==> src/rtl/uart_rx_ctrl.sv <==
// UART receive frame sequencer: owns the oversample edge counter and bit counter,
// strobes the sampler/deserializer/checkers and reports frame completion or error.
module uart_rx_ctrl #(
    parameter int unsigned PRESC_W   = 6,
    parameter int unsigned DATA_BITS = 8
) (
    input  logic               clk_RX,
    input  logic               rst,
    input  logic               RX_IN,
    input  logic [PRESC_W-1:0] Prescale,
    input  logic               PAR_EN,
    input  logic               Strt_glitch,
    input  logic               Parity_Error,
    input  logic               Stp_err,
    output logic               dat_samp_en,
    output logic [PRESC_W-1:0] edge_cnt,
    output logic               strt_chk_en,
    output logic               deser_en,
    output logic               par_chk_en,
    output logic               stp_chk_en,
    output logic               data_valid,
    output logic               frame_err,
    output logic               par_err
);

    localparam int unsigned BIT_W = $clog2(DATA_BITS + 1);

    typedef enum logic [2:0] {
        StIdle,
        StStart,
        StData,
        StParity,
        StStop
    } state_e;

    state_e             state_q, state_d;
    logic [PRESC_W-1:0] edge_q, edge_d;
    logic [PRESC_W-1:0] presc_q, presc_d;
    logic [BIT_W-1:0]   bit_q, bit_d;
    logic               par_en_q, par_en_d;
    logic               par_flag_q, par_flag_d;
    logic               strt_chk_d, deser_d, par_chk_d, stp_chk_d;
    logic               data_valid_d, frame_err_d, par_err_d;
    logic               edge_last, strobe_pt;

    assign edge_last = (edge_q == presc_q - PRESC_W'(1));

    always_comb begin
        state_d      = state_q;
        edge_d       = edge_q;
        presc_d      = presc_q;
        bit_d        = bit_q;
        par_en_d     = par_en_q;
        par_flag_d   = par_flag_q;
        data_valid_d = 1'b0;
        frame_err_d  = 1'b0;
        par_err_d    = 1'b0;

        if (state_q != StIdle) begin
            edge_d = edge_last ? '0 : edge_q + PRESC_W'(1);
        end

        unique case (state_q)
            StIdle: begin
                if (!RX_IN) begin
                    state_d    = StStart;
                    edge_d     = '0;
                    presc_d    = Prescale;
                    par_en_d   = PAR_EN;
                    par_flag_d = 1'b0;
                end
            end
            StStart: begin
                if (edge_last) begin
                    // A high start sample is treated as line noise, not a frame error.
                    state_d = Strt_glitch ? StIdle : StData;
                    bit_d   = '0;
                end
            end
            StData: begin
                if (edge_last) begin
                    bit_d = bit_q + BIT_W'(1);
                    if (bit_q == BIT_W'(DATA_BITS - 1)) begin
                        state_d = par_en_q ? StParity : StStop;
                    end
                end
            end
            StParity: begin
                if (edge_last) begin
                    par_flag_d = Parity_Error;
                    state_d    = StStop;
                end
            end
            StStop: begin
                if (edge_last) begin
                    data_valid_d = !Stp_err && !(par_en_q && par_flag_q);
                    frame_err_d  = Stp_err;
                    par_err_d    = par_en_q && par_flag_q;
                    if (!RX_IN) begin
                        state_d    = StStart;
                        edge_d     = '0;
                        presc_d    = Prescale;
                        par_en_d   = PAR_EN;
                        par_flag_d = 1'b0;
                    end else begin
                        state_d = StIdle;
                    end
                end
            end
            default: state_d = StIdle;
        endcase
    end

    // Strobes are registered, so decode them from the next-state view of the counter.
    assign strobe_pt  = (edge_d == presc_d - PRESC_W'(2));
    assign strt_chk_d = (state_d == StStart)  && strobe_pt;
    assign deser_d    = (state_d == StData)   && strobe_pt;
    assign par_chk_d  = (state_d == StParity) && strobe_pt;
    assign stp_chk_d  = (state_d == StStop)   && strobe_pt;

    always_ff @(posedge clk_RX or negedge rst) begin
        if (!rst) begin
            state_q     <= StIdle;
            edge_q      <= '0;
            presc_q     <= '0;
            bit_q       <= '0;
            par_en_q    <= 1'b0;
            par_flag_q  <= 1'b0;
            strt_chk_en <= 1'b0;
            deser_en    <= 1'b0;
            par_chk_en  <= 1'b0;
            stp_chk_en  <= 1'b0;
            data_valid  <= 1'b0;
            frame_err   <= 1'b0;
            par_err     <= 1'b0;
        end else begin
            state_q     <= state_d;
            edge_q      <= edge_d;
            presc_q     <= presc_d;
            bit_q       <= bit_d;
            par_en_q    <= par_en_d;
            par_flag_q  <= par_flag_d;
            strt_chk_en <= strt_chk_d;
            deser_en    <= deser_d;
            par_chk_en  <= par_chk_d;
            stp_chk_en  <= stp_chk_d;
            data_valid  <= data_valid_d;
            frame_err   <= frame_err_d;
            par_err     <= par_err_d;
        end
    end

    assign dat_samp_en = (state_q != StIdle);
    assign edge_cnt    = edge_q;

endmodule

==> config.mk <==
export PLATFORM = sky130hd
export DESIGN_NAME = uart_rx_ctrl
export DESIGN_NICKNAME = d
export VERILOG_FILES = /design/src/rtl/uart_rx_ctrl.sv
export SDC_FILE = /design/constraint.sdc
export NUM_CORES = 1
export LEC_CHECK = 0
export CORE_MARGIN = 4
export CORE_UTILIZATION = 60
export CTS_BUF_LIST = sky130_fd_sc_hd__clkbuf_4
export CTS_CLUSTER_DIAMETER = 40
export DETAILED_ROUTE_END_ITERATION = 8
export PLACE_DENSITY = 0.91
export SLEW_MARGIN = 20
export SYNTH_ARGS = -nofsm -noshare
export SYNTH_HDL_FRONTEND = slang
export SYNTH_SLANG_ARGS = --single-unit
==> constraint.sdc <==
create_clock -name clk_RX -period 6.3 [get_ports clk_RX]
set_input_delay 1.26 -clock clk_RX [delete_from_list [all_inputs] [get_ports clk_RX]]
set_output_delay 1.26 -clock clk_RX [all_outputs]
set_load 0.05 [all_outputs]
==> impl_results.md <==
* Place WS at 1.68 ns
* All-layer global routing usage at a little under a quarter
* Num Clock Sinks at 28
* Hold WC Path Type: reg -> reg
* Fin crit share at 70.1%
* Layout cells sized above 1 at 5.50%
* Minimum clock period at 4.42 ns
* Vias at about 1.6k
* Clock buffer depth at 2
* Synthesized instance count at 195
* Post-synth cell types at 46
* Peak Freq at roughly 230 MHz
* Async set or reset register ratio after synthesis at 100%
* CP Class: reg -> reg
* Initial antenna violation count at 0
* Nets at about 240
* Outcome: complete, no violations
* Core Area at 2760 um^2
* Global-route wire length before repair at 6.74 mm
* Worst-path maximum fanout at 11
* Area contributors post-synth: dfrtp_1 (40%), o21ai_0 (4.9%), nand2_1 (4.7%), xnor2_1 (4.0%), xor2_1 (4.0%)
* DRT Pass-1 Iters at 4
* Syn Std Cell Area at ~1700 um^2
* Sw Pwr at 0.540 mW
* Placed wire-length estimate at 3.07 mm
* Metal-1 WL at around 1.7 mm
* Pint at about 0.54 mW
* Vias in the first global route at 1507
* Max-slew violation count at 0
* Worst-path cell chain: inv_1 -> ha_1 -> xor2_1 -> nand2_1 -> or4b_1 -> or2_1 -> a21oi_4 -> nor2_1 -> a21oi_1 -> ha_1 -> nor3b_1 -> xor2_1 -> mux2i_4 -> xnor2_1 -> a2111o_1 -> nor4_2
* Root Driver: clkbuf_4
* Die Span Y at 61.9 um
* Chip Width at between 60 and 70 um
* FF-to-FF setup slack at 1.88 ns
* Yosys reg bits at 28
* Reg-to-Reg End: strt_chk_en
* Multi-input logic area at around 960 um^2
* Most frequent cells in the layout: dfrtp_1 (28), clkdlybuf4s50_1 (26), nand2_1 (22)
* Yosys top cell area share at 40.3%
* Mapped Avg Cell Area at 8.93 um^2
* MaxCap Viol Count at 0
* Count of final setup violators at 0
* Final WS setup at about 1.9 ns
* Crit path from: presc_q[0]
* Largest net degree at the start of global routing at 29
* CTS H-tree depth at 1
* TritonCTS clock tree: done
* Reg power frac at 31.4%
* Setup Skew at about 0.0056 ns
* CP endpoint: strt_chk_en
* ANT cells at 0
* Hold buffer count at CTS at 0
* Metal3 WL at 303 um
* Crit path largest cell delay at between 0.6 and 0.7 ns
* Commonest non-fill, non-tap cell in the layout: dfrtp_1
* Synthesized net count at 212
* Iter 0 DRT Violations at ~100
* Initial core utilization at a little over three fifths
* CP Launch Type: flip-flop
* Synth warnings at 0
* Register Area at 701 um^2
* EDFF count, synth at 0
* Worst IR drop on VDD at 0.000414 V
* Cell Rows at 19
* Worst reg-to-reg path cell count at 16
* Routed wl met2 at 2.01 mm
* Slew HR at 44.6%
* RSZ-0062 raised after global routing: no
* Fill cells at 191
* Clock Pin Slew Worst Setup and Hold Paths at approximately 0.16 ns
* Top sig layer: met4
* # IOs at 27
* Synth Flop Type: dfrtp_1
* Proportion of power drawn by the clock network at 11.1%
* Worst-Skew Late Latency at 0.33 ns
* Vias per cell at between 6 and 7
* Crit path max-delay cell type: or4b_1
* Leakage Power at 0.858 nW
* DRC at 0
* Pwr dens at 526 nW/um^2
* CTS Buf Count at 3
* Crit path DAT at 4.67 ns
* Synth area leader: dfrtp_1
* ANT nets after route at 0
* CP endpoint kind: flip-flop
* Fin Setup TNS at 0 ns
* Post-CTS Repair Setup Buffers at 0
* Gpl congestion at 0.940
* Worst Path Required at 6.55 ns
* Switch share at 49.9%
* Drt wl/cell at approximately 16 um
* Fin. Hold Viols at 0
* Register area share after synthesis at 40.3%
* RR Startpoint: presc_q[0]
* Worst-margin pin slew at 0.825 ns
* Area grow syn2layout at 18.2%
* CTS resizes at 0
* Overflow after GRT at 0
* Comb pwr share at 57.6%
* Routed WL at a little over 4 mm
* Buffers on Ports at 26
* Die area at 3830 um^2
per-layer routing:
metal  GRT usage (%)  up-vias
met5               0        -
met4            6.97        0
met3            2.48        9
met2            40.5       64
met1            31.3      748
li1                -      749
layout make-up:
type                            count  share of cell area [%]
Multi-Input combinational cell    149                    46.7
Sequential cell                    28                    34.1
Timing Repair Buffer               27                    13.0
Tap cell                           31                    1.89
Inverter                           10                    1.82
Clock inverter                      1                    1.46
Clock buffer                        3                    1.09
Yosys cell counts (3+ instances only):
master,n
clkbuf_1,5
ha_1,4
nand3_1,9
xor2_1,8
and3_1,4
dfrtp_1,28
a21oi_1,12
xnor2_1,8
o21ai_0,17
o211ai_1,4
nand2_1,22
nor2_1,13
mux2_2,3
nor3_1,10
inv_1,10
nand4_1,3
logic make-up after synthesis:
group	synth area share (%)
DFF	40.3
and+or+nand+nor	22.9
AOI/OAI and AO/OA	17.0
buffers and inverters	4.60
muxes	4.39
xor gates and xnor gates	8.05
adders and majority gates	2.88
flip-flops by register name, indices dropped and copies added (netlist names):
| register | flops |
|---|---|
| stp_chk_en | 1 |
| data_valid | 1 |
| par_flag_q | 1 |
| par_err | 1 |
| bit_q | 4 |
| edge_cnt | 6 |
| presc_q | 6 |
| par_chk_en | 1 |
| strt_chk_en | 1 |
| state_q | 3 |
| frame_err | 1 |
| par_en_q | 1 |
| deser_en | 1 |
power groups by stage:
stage,clock (mW),sequential [mW],combinational (mW)
after global placement,0,0.337,0.594
after CTS,0.120,0.337,0.620
final,0.120,0.340,0.623
after detailed placement,0,0.340,0.614
after floorplan,0,0.359,0.431
after global routing,0.127,0.350,0.680
through the flow:
step                      total power, mW  cell area, um^2  cells  utilization (%)  hold WS [ns]
after floorplan                     0.790             1740    195                -         0.449
after global placement              0.931             2000    245             72.7         0.478
after detailed placement            0.954             2000    245             72.7         0.486
after CTS                            1.08             2060    249             74.6         0.505
after global routing                 1.16             2060    249             74.6         0.541
final                                1.08             2060    249             74.6         0.502
worst min-delay path by stage:
stage | cells past startpoint | end | from | slack, ns
final | 1 | data_valid | par_flag_q | 0.50
after CTS | 1 | data_valid | par_flag_q | 0.51
after detailed placement | 1 | data_valid | par_flag_q | 0.49
after global routing | 1 | data_valid | par_flag_q | 0.54
after floorplan | 1 | data_valid | par_flag_q | 0.45
after global placement | 1 | data_valid | par_flag_q | 0.48
critical path, delay by kind of cell, from the launching register on:
family	cells	cell delay [ns]
DFF	1	0.46
muxes	1	0.10
and+or+nand+nor	6	1.66
AOI/OAI and AO/OA	3	0.88
buffers and inverters	1	0.12
xor gates and xnor gates	3	0.55
adders and majority gates	2	0.56
Note: power is estimated with default switching activity, not from simulation.
